[src/rtl/sonar_pkg.sv]
// Sonar shared definitions: FSM states, timing
// constants, angle table, ASCII codes, helpers.
package sonar_pkg;

  typedef enum logic [2:0] {
    S_IDLE      = 3'd0,
    S_CLEAR     = 3'd1,
    S_TRIG      = 3'd2,
    S_WAIT_ECHO = 3'd3,
    S_MEASURE   = 3'd4,
    S_TX        = 3'd5,
    S_STEP      = 3'd6,
    S_DONE      = 3'd7
  } state_t;

  localparam int unsigned TRIG_CLKS    = 500;
  localparam int unsigned HALF_CM_CLKS = 1471;
  localparam int unsigned CM_CLKS      = 2941;
  localparam int unsigned BAUD_CLKS    = 434;
  localparam int unsigned PWM_PER_CLKS = 1_000_000;
  localparam int unsigned PWM_BASE_CLKS = 50_000;
  localparam int unsigned PWM_STEP_CLKS = 7_143;
  localparam int unsigned ECHO_TO_CLKS = 2_500_000;

  localparam logic [7:0] ASCII_COMMA = 8'h2C;
  localparam logic [7:0] ASCII_HASH  = 8'h23;
  localparam logic [7:0] ASCII_ZERO  = 8'h30;

  function automatic logic [11:0] angle_bcd(
    input logic [2:0] idx
  );
    logic [11:0] a;
    unique case (idx)
      3'd0: a = 12'h020;
      3'd1: a = 12'h040;
      3'd2: a = 12'h060;
      3'd3: a = 12'h080;
      3'd4: a = 12'h100;
      3'd5: a = 12'h120;
      3'd6: a = 12'h140;
      default: a = 12'h160;
    endcase
    return a;
  endfunction

  // Saturating 3-digit BCD increment.
  function automatic logic [11:0] bcd_inc(
    input logic [11:0] v
  );
    logic [3:0] d0;
    logic [3:0] d1;
    logic [3:0] d2;
    d0 = v[3:0];
    d1 = v[7:4];
    d2 = v[11:8];
    if (v != 12'h999) begin
      if (d0 != 4'd9) d0 = d0 + 4'd1;
      else begin
        d0 = 4'd0;
        if (d1 != 4'd9) d1 = d1 + 4'd1;
        else begin
          d1 = 4'd0;
          d2 = d2 + 4'd1;
        end
      end
    end
    return {d2, d1, d0};
  endfunction

  // Active-low segments, bit order gfedcba.
  function automatic logic [6:0] hex7(
    input logic [3:0] v
  );
    logic [6:0] s;
    unique case (v)
      4'h0: s = 7'b1000000;
      4'h1: s = 7'b1111001;
      4'h2: s = 7'b0100100;
      4'h3: s = 7'b0110000;
      4'h4: s = 7'b0011001;
      4'h5: s = 7'b0010010;
      4'h6: s = 7'b0000010;
      4'h7: s = 7'b1111000;
      4'h8: s = 7'b0000000;
      4'h9: s = 7'b0010000;
      4'hA: s = 7'b0001000;
      4'hB: s = 7'b0000011;
      4'hC: s = 7'b1000110;
      4'hD: s = 7'b0100001;
      4'hE: s = 7'b0000110;
      default: s = 7'b0001110;
    endcase
    return s;
  endfunction

endpackage

[src/rtl/sonar_uart_tx.sv]
// 8N1 UART transmitter; a start on the done cycle
// chains the next frame with no idle gap.
// Ports: i_clk, i_rst, i_byte, i_start, o_busy, o_done, o_tx.
module sonar_uart_tx #(
  parameter int unsigned BAUD_DIV = 434
) (
  input  logic       i_clk,
  input  logic       i_rst,
  input  logic [7:0] i_byte,
  input  logic       i_start,
  output logic       o_busy,
  output logic       o_done,
  output logic       o_tx
);

  logic        r_busy;
  logic [31:0] r_div;
  logic [3:0]  r_bit;
  logic [9:0]  r_sh;
  logic        w_tick;
  logic        w_load;

  assign w_tick = r_busy && (r_div == BAUD_DIV - 1);
  assign o_done = w_tick && (r_bit == 4'd9);
  assign w_load = i_start && (!r_busy || o_done);
  assign o_busy = r_busy;
  assign o_tx   = r_busy ? r_sh[0] : 1'b1;

  always_ff @(posedge i_clk or posedge i_rst) begin
    if (i_rst) begin
      r_busy <= 1'b0;
      r_div  <= '0;
      r_bit  <= '0;
      r_sh   <= '1;
    end else if (w_load) begin
      r_busy <= 1'b1;
      r_div  <= '0;
      r_bit  <= '0;
      r_sh   <= {1'b1, i_byte, 1'b0};
    end else if (r_busy) begin
      if (w_tick) begin
        r_div <= '0;
        if (r_bit == 4'd9) r_busy <= 1'b0;
        else begin
          r_bit <= r_bit + 4'd1;
          r_sh  <= {1'b1, r_sh[9:1]};
        end
      end else begin
        r_div <= r_div + 32'd1;
      end
    end
  end

endmodule

[src/rtl/sonar.sv]
// Sonar sweep: trigger, echo ranging, UART report,
// servo PWM stepping and seven-segment display.
// Ports: clock, reset, ligar, echo, display_mode in;
// trigger, pwm, saida_serial, fim_posicao, hex0..hex5,
// db_fim_transmissao, db_fim_posicao, db_saida_serial out.
module sonar
  import sonar_pkg::*;
#(
  parameter int unsigned CLKS_PER_CM  = CM_CLKS,
  parameter int unsigned BAUD_DIV     = BAUD_CLKS,
  parameter int unsigned ECHO_TIMEOUT = ECHO_TO_CLKS,
  parameter int unsigned PWM_PERIOD   = PWM_PER_CLKS,
  parameter int unsigned PWM_BASE     = PWM_BASE_CLKS,
  parameter int unsigned PWM_STEP     = PWM_STEP_CLKS
) (
  input  logic       clock,
  input  logic       reset,
  input  logic       ligar,
  input  logic       echo,
  input  logic       display_mode,
  output logic       trigger,
  output logic       pwm,
  output logic       saida_serial,
  output logic       fim_posicao,
  output logic [6:0] hex0,
  output logic [6:0] hex1,
  output logic [6:0] hex2,
  output logic [6:0] hex3,
  output logic [6:0] hex4,
  output logic [6:0] hex5,
  output logic       db_fim_transmissao,
  output logic       db_fim_posicao,
  output logic       db_saida_serial
);

  // Rounding: first cm after half a cm of echo.
  localparam int unsigned HALF = (CLKS_PER_CM + 1) / 2;

  state_t      r_state;
  state_t      w_next;
  logic [31:0] r_cnt;
  logic        r_first;
  logic [11:0] r_dist;
  logic [2:0]  r_idx;
  logic        r_dn;
  logic [2:0]  r_ch;
  logic        r_echo_s;
  logic        r_echo_d;
  logic        r_fim_tx;
  logic [31:0] r_pcnt;
  logic [31:0] r_width;

  logic        w_rise;
  logic [31:0] w_lim;
  logic [11:0] w_ang;
  logic        w_busy;
  logic        w_done;
  logic        w_last;
  logic        w_start;
  logic [2:0]  w_sel;
  logic [7:0]  w_byte;
  logic        w_tx;

  assign w_rise  = r_echo_s && !r_echo_d;
  assign w_lim   = r_first ? HALF : CLKS_PER_CM;
  assign w_ang   = angle_bcd(r_idx);
  assign w_last  = w_done && (r_ch == 3'd7);
  assign w_start = (r_state == S_TX) &&
                   (!w_busy || (w_done && !w_last));
  assign w_sel   = w_done ? r_ch + 3'd1 : r_ch;

  always_comb begin
    w_byte = ASCII_HASH;
    unique case (w_sel)
      3'd0: w_byte = ASCII_ZERO + {4'h0, w_ang[11:8]};
      3'd1: w_byte = ASCII_ZERO + {4'h0, w_ang[7:4]};
      3'd2: w_byte = ASCII_ZERO + {4'h0, w_ang[3:0]};
      3'd3: w_byte = ASCII_COMMA;
      3'd4: w_byte = ASCII_ZERO + {4'h0, r_dist[11:8]};
      3'd5: w_byte = ASCII_ZERO + {4'h0, r_dist[7:4]};
      3'd6: w_byte = ASCII_ZERO + {4'h0, r_dist[3:0]};
      default: w_byte = ASCII_HASH;
    endcase
  end

  sonar_uart_tx #(
    .BAUD_DIV(BAUD_DIV)
  ) u_tx (
    .i_clk  (clock),
    .i_rst  (reset),
    .i_byte (w_byte),
    .i_start(w_start),
    .o_busy (w_busy),
    .o_done (w_done),
    .o_tx   (w_tx)
  );

  always_ff @(posedge clock or posedge reset) begin
    if (reset) r_state <= S_IDLE;
    else       r_state <= w_next;
  end

  always_comb begin
    w_next = r_state;
    unique case (r_state)
      S_IDLE:  if (ligar) w_next = S_CLEAR;
      S_CLEAR: w_next = S_TRIG;
      S_TRIG:
        if (r_cnt == TRIG_CLKS - 1)
          w_next = S_WAIT_ECHO;
      S_WAIT_ECHO:
        if (w_rise) w_next = S_MEASURE;
        else if (r_cnt == ECHO_TIMEOUT - 1)
          w_next = S_TX;
      S_MEASURE: if (!r_echo_s) w_next = S_TX;
      S_TX:      if (w_last) w_next = S_STEP;
      S_STEP:    w_next = S_DONE;
      default:   w_next = S_IDLE;
    endcase
  end

  always_ff @(posedge clock or posedge reset) begin
    if (reset) begin
      r_cnt    <= '0;
      r_first  <= 1'b1;
      r_dist   <= '0;
      r_idx    <= '0;
      r_dn     <= 1'b0;
      r_ch     <= '0;
      r_echo_s <= 1'b0;
      r_echo_d <= 1'b0;
      r_fim_tx <= 1'b0;
    end else begin
      r_echo_s <= echo;
      r_echo_d <= r_echo_s;
      r_fim_tx <= (r_state == S_TX) && w_last;
      unique case (r_state)
        S_CLEAR: begin
          r_cnt  <= '0;
          r_dist <= '0;
          r_ch   <= '0;
        end
        S_TRIG:
          if (r_cnt == TRIG_CLKS - 1) r_cnt <= '0;
          else r_cnt <= r_cnt + 32'd1;
        S_WAIT_ECHO:
          if (w_rise) begin
            r_cnt   <= 32'd1;
            r_first <= 1'b1;
          end else if (r_cnt == ECHO_TIMEOUT - 1) begin
            r_dist <= 12'h999;
          end else begin
            r_cnt <= r_cnt + 32'd1;
          end
        S_MEASURE:
          if (r_echo_s) begin
            if (r_cnt == w_lim - 1) begin
              r_cnt   <= '0;
              r_first <= 1'b0;
              r_dist  <= bcd_inc(r_dist);
            end else begin
              r_cnt <= r_cnt + 32'd1;
            end
          end
        S_TX:
          if (w_done && !w_last) r_ch <= r_ch + 3'd1;
        S_STEP:
          if (!r_dn) begin
            if (r_idx == 3'd7) begin
              r_idx <= 3'd6;
              r_dn  <= 1'b1;
            end else r_idx <= r_idx + 3'd1;
          end else begin
            if (r_idx == 3'd0) begin
              r_idx <= 3'd1;
              r_dn  <= 1'b0;
            end else r_idx <= r_idx - 3'd1;
          end
        default: ;
      endcase
    end
  end

  // Width is latched at period end so a change never truncates a pulse.
  always_ff @(posedge clock or posedge reset) begin
    if (reset) begin
      r_pcnt  <= '0;
      r_width <= PWM_BASE;
    end else if (r_pcnt == PWM_PERIOD - 1) begin
      r_pcnt  <= '0;
      r_width <= PWM_BASE + PWM_STEP * {29'd0, r_idx};
    end else begin
      r_pcnt <= r_pcnt + 32'd1;
    end
  end

  assign pwm                = r_pcnt < r_width;
  assign trigger            = r_state == S_TRIG;
  assign fim_posicao        = r_state == S_STEP;
  assign saida_serial       = w_tx;
  assign db_fim_transmissao = r_fim_tx;
  assign db_fim_posicao     = fim_posicao;
  assign db_saida_serial    = w_tx;

  always_comb begin
    if (display_mode) begin
      hex0 = hex7({1'b0, r_state});
      hex1 = hex7({1'b0, r_ch});
      hex2 = 7'h7F;
      hex3 = 7'h7F;
      hex4 = 7'h7F;
      hex5 = 7'h7F;
    end else begin
      hex0 = hex7(r_dist[3:0]);
      hex1 = hex7(r_dist[7:4]);
      hex2 = hex7(r_dist[11:8]);
      hex3 = hex7(w_ang[3:0]);
      hex4 = hex7(w_ang[7:4]);
      hex5 = hex7(w_ang[11:8]);
    end
  end

endmodule

[config.mk]
export PLATFORM = sky130hd
export DESIGN_NAME = sonar
export DESIGN_NICKNAME = d
export VERILOG_FILES = /design/src/rtl/sonar_pkg.sv /design/src/rtl/sonar_uart_tx.sv /design/src/rtl/sonar.sv
export SDC_FILE = /design/constraint.sdc
export NUM_CORES = 1
export LEC_CHECK = 0
export ABC_AREA = 1
export CAP_MARGIN = 20
export CORE_UTILIZATION = 59
export DETAILED_ROUTE_END_ITERATION = 16
export DONT_BUFFER_PORTS = 1
export PLACE_DENSITY = 0.78
export SETUP_SLACK_MARGIN = 0.1
export SKIP_LAST_GASP = 1
export SYNTH_ARGS = -nofsm -noshare
export SYNTH_HDL_FRONTEND = slang
export SYNTH_SLANG_ARGS = --single-unit
[constraint.sdc]
create_clock -name clock -period 5 [get_ports clock]
set_clock_uncertainty 0.15 [all_clocks]
set_input_delay 1 -clock clock [delete_from_list [all_inputs] [get_ports clock]]
set_output_delay 1 -clock clock [all_outputs]
set_load 0.1 [all_outputs]
==> results.txt <==
----------------------------------------------------
[Worst setup path]
  Number of gates on the worst path with buffers counted ... 9
  Critical R2R Capture ... r_width[13]
  Ordered list of cells on the worst path ... inv_1, ha_1, ha_1, inv_1, nand4_1, and2_1, o31ai_4, a31o_2, buf_12
  Worst endpoint required time ... 3.85 ns
  Setup slack of the most critical reg-to-reg path ... approximately 1.7 ns
  Crit path max-delay cell type ... sky130_fd_sc_hd__dfrtp_1
  Capture point of the critical path ... hex4[3]
  Sort of element at the start of the critical path ... register
  Launching element of the worst setup path ... r_idx[0]
  Largest fanout on the critical path ... 10
  Class of the most critical setup path ... register to output pin
  Cell class contributing the biggest share of worst-path delay ... compound AO/OA/AOI/OAI gates
  Crit path buffers/inverters ... 3
  Cells on worst reg2reg path ... 15
  Data arrival time at the worst-slack endpoint ... 3.14 ns
  Slowest Stage Delay on Critical Path ... about 0.59 ns
  R2R Path Start ... r_idx[2]
  Category of the worst setup path capture point ... output pin

[Final layout]
  Fill cell instance count of the final layout ... between 1500 and 2000
  Commonest non-fill, non-tap cells in the layout ... 392 x sky130_fd_sc_hd__nand2_1, 219 x sky130_fd_sc_hd__inv_1, 194 x sky130_fd_sc_hd__nor2_1
  Utilization after layout ... 0.667
  Diodes inserted ... 0
  Nets@finish ... approximately 1800
  Proportion of layout cells with a drive suffix above 1 ... 0.0754
  Most common cell after layout, fill and taps aside ... sky130_fd_sc_hd__nand2_1
  Layout Area Growth over Synthesis ... 9.70%

[Timing]
  Final worst-path cycle share ... 0.859
  Final count of pins violating max slew ... 0
  Sum of negative setup slack ... 0 ns
  Max-slew headroom at the worst pin ... 0.217
  Count of endpoints failing setup in the final report ... 0
  Highest clock rate ... 233 MHz
  Setup repair after global routing missed its margin ... no
  Slew at the pin closest to its max-slew limit ... 1.21 ns
  Final count of hold timing violations ... 0
  Time the final worst path needs with I/O delays and setup ... about 4.3 ns

[Synth]
  Async set or reset register ratio after synthesis ... 1.00
  Ranking of synthesized cells by area ... sky130_fd_sc_hd__dfrtp_1 29%, sky130_fd_sc_hd__nand2_1 12%, sky130_fd_sc_hd__ha_1 8.4%
  Post-synth top area share ... 0.287
  Post-synthesis instance area ... around 0.012 mm^2
  Synthesis-stage register bit count ... between 150 and 200
  Synth Instances ... 1727
  Number of enable flip-flop cells after synthesis ... 0
  Post-synth cell types ... 57
  Dominant synthesized flop cell ... sky130_fd_sc_hd__dfrtp_1
  Yosys top cell by area ... sky130_fd_sc_hd__dfrtp_1
  Share of the yosys chip area belonging to registers ... 0.322
  Syn. warnings ... 0
  Average cell area after synthesis ... 6.92 um^2

[Die]
  Die area ... ~0.021 mm^2
  Core outline area ... roughly 0.020 mm^2
  Initial cell density of the core ... 0.608
  Horiz. Die Dim ... around 140 um
  Site Rows ... 51
  Io pins ... 54
  Die outline height ... about 140 um

[Clock tree]
  CTS tree ... done
  CTS hold repair buffers ... 0
  Clock latency of the later-clocked register in the worst-skew pair ... 0.44 ns
  Number of buffers between clock root and the deepest sink ... 2
  Sink count of the clock tree ... 153
  Post_cts resized ... 0
  Inserted Clock Buffers ... 17
  Number of H-tree branching levels ... 4
  Setup Fix Bufs, Post-CTS ... 0
  Root Driver ... sky130_fd_sc_hd__clkbuf_16
  Clock-pin slew reported for the worst setup and hold paths after clock tree synthesis ... 0.07 ns

[Power and ir drop]
  Power per standard cell area ... approximately 470 mW/mm^2
  Leakage power ... approximately 0.006 uW
  Worst-case vdd ir drop ... around 0.49 mV

[Drt]
  Number of violations reported at the end of detailed-routing iteration 0 ... 1031
  Antenna violation net count after detailed routing ... 0
  DRC violation count after routing ... 0
  Routed vias/inst ... around 5.8
  DRT Pass-1 Iters ... 6
  Vias after detailed routing ... ~12000
  Post-detailed-route wirelength per cell ... about 16 um
  Routed wire length ... around 32 mm

[Flow run]
  Number of violations of the max-capacitance limit ... 0

[Outcome]
  Status ... completed

[GRT]
  Gr usage total ... 0.317
  Pin count of the biggest net entering global routing ... 154
  Number of antenna violations at the first check in global routing ... 0
  Remaining Overflow, GRT ... 0
  Number of global-route vias before repair ... approximately 10000
  Wire length of the first global-routing pass ... slightly above 50 mm

[Placed design]
  Placer Congestion ... 0.965
  Buffers on Ports ... 0
  Post-DP HPWL ... 23.1 mm

[Worst hold path]
  Class of the tightest hold or removal check ... register to register
  WHS Path Cells ... 0

----------------------------------------------------
==> worst register-to-register path, stage by stage (launching register included) <==
cell and delay (ns):
sky130_fd_sc_hd__dfrtp_1 0.68, sky130_fd_sc_hd__inv_2 0.21, sky130_fd_sc_hd__fa_1 0.41, sky130_fd_sc_hd__inv_1 0.06, sky130_fd_sc_hd__ha_1 0.16, sky130_fd_sc_hd__inv_1 0.06, sky130_fd_sc_hd__fa_1 0.40, sky130_fd_sc_hd__o21ai_0 0.17
sky130_fd_sc_hd__a21oi_1 0.14, sky130_fd_sc_hd__o21ai_0 0.23, sky130_fd_sc_hd__nand2_1 0.11, sky130_fd_sc_hd__nand3_1 0.12, sky130_fd_sc_hd__o21ai_0 0.10, sky130_fd_sc_hd__nand2_1 0.07, sky130_fd_sc_hd__nand3_1 0.06, sky130_fd_sc_hd__o21ai_1 0.08
==> synthesized netlist by cell type, drive strengths merged, types with 2 or more instances <==
master	instances
nor2	198
a21oi	60
xor2	59
o22ai	19
dfrtp	137
a31oi	9
o31ai	17
o21bai	8
clkbuf	29
xnor2	7
nor3	54
nand2	395
a32o	2
ha	80
nor3b	2
clkinv	3
buf	26
o211ai	15
inv	238
nand3	119
nand4	42
or2	7
nand3b	2
nor4	27
fa	4
o21ai	136
dfstp	16
==> state kept, by name, indices dropped and copies added (netlist names) <==
signal and cells:
db_fim_transmissao 1, r_ch 3, r_cnt 32, r_dist 12
r_dn 1, r_echo_d 1, r_echo_s 1, r_first 1
r_idx 3, r_pcnt 32, r_state 3, r_width 17
u_tx.o_busy 1, u_tx.r_bit 4, u_tx.r_div 32, u_tx.r_sh 9
==> through the flow <==
step | hold slack [ns] | power (uW) | instance area [um^2] | setup WS [ns] | instances
detailed placement | 0.273 | 4810 | 12500 | 1.16 | 1970
global route | 0.298 | 6550 | 13100 | 0.536 | 2003
CTS | 0.289 | 6180 | 13100 | 0.683 | 2002
floorplan | 0.243 | 4100 | 12000 | 0.102 | 1728
finish | 0.288 | 6180 | 13100 | 0.707 | 2003
global placement | 0.264 | 4740 | 12500 | 1.24 | 1969
==> per-layer routing <==
metal	wire length [um]	vias up	global-route usage
met5	0	-	0
met4	646	0	0.101
met3	2250	51	0.0500
met2	14300	445	0.493
met1	14400	5452	0.449
li1	-	5669	-
==> area by class of cell <==
class	count	area [um^2]	area share
timing repair buffer	33	398	0.0303
inverter	241	908	0.0692
tap	265	332	0.0253
sequential	153	3850	0.293
clock inverter	15	176	0.0134
clock buffer	17	425	0.0324
multi-input combinational	1279	7030	0.536
==> how the worst min path moves through the flow <==
stage	start	end	slack, ns
finish	r_echo_s	r_echo_d	0.29
global route	r_echo_s	r_echo_d	0.30
CTS	r_echo_s	r_echo_d	0.29
detailed placement	r_echo_s	r_echo_d	0.27
global placement	r_echo_s	r_echo_d	0.26
floorplan	r_echo_s	r_echo_d	0.24
==> kinds of logic (layout without fill, tap and decap cells) <==
kind of cell,after synthesis,after routing,synth area share
flip-flops,153,153,0.322
AND/OR/NAND/NOR,852,852,0.308
other,1,2,0.000314
XOR/XNOR,66,66,0.0483
buffers and inverters,296,306,0.100
AO/OA/AOI/OAI,275,275,0.131
adder cells (fa/ha/maj),84,84,0.0904
==> power by group <==
part           leakage, uW  switching [uW]  total (uW)  internal [uW]
clock network     0.000293             629        1350            718
logic              0.00361            2440        3320            881
registers          0.00204             169        1510           1340
total              0.00594            3240        6180           2940
Note: power is estimated with default switching activity, not from simulation.
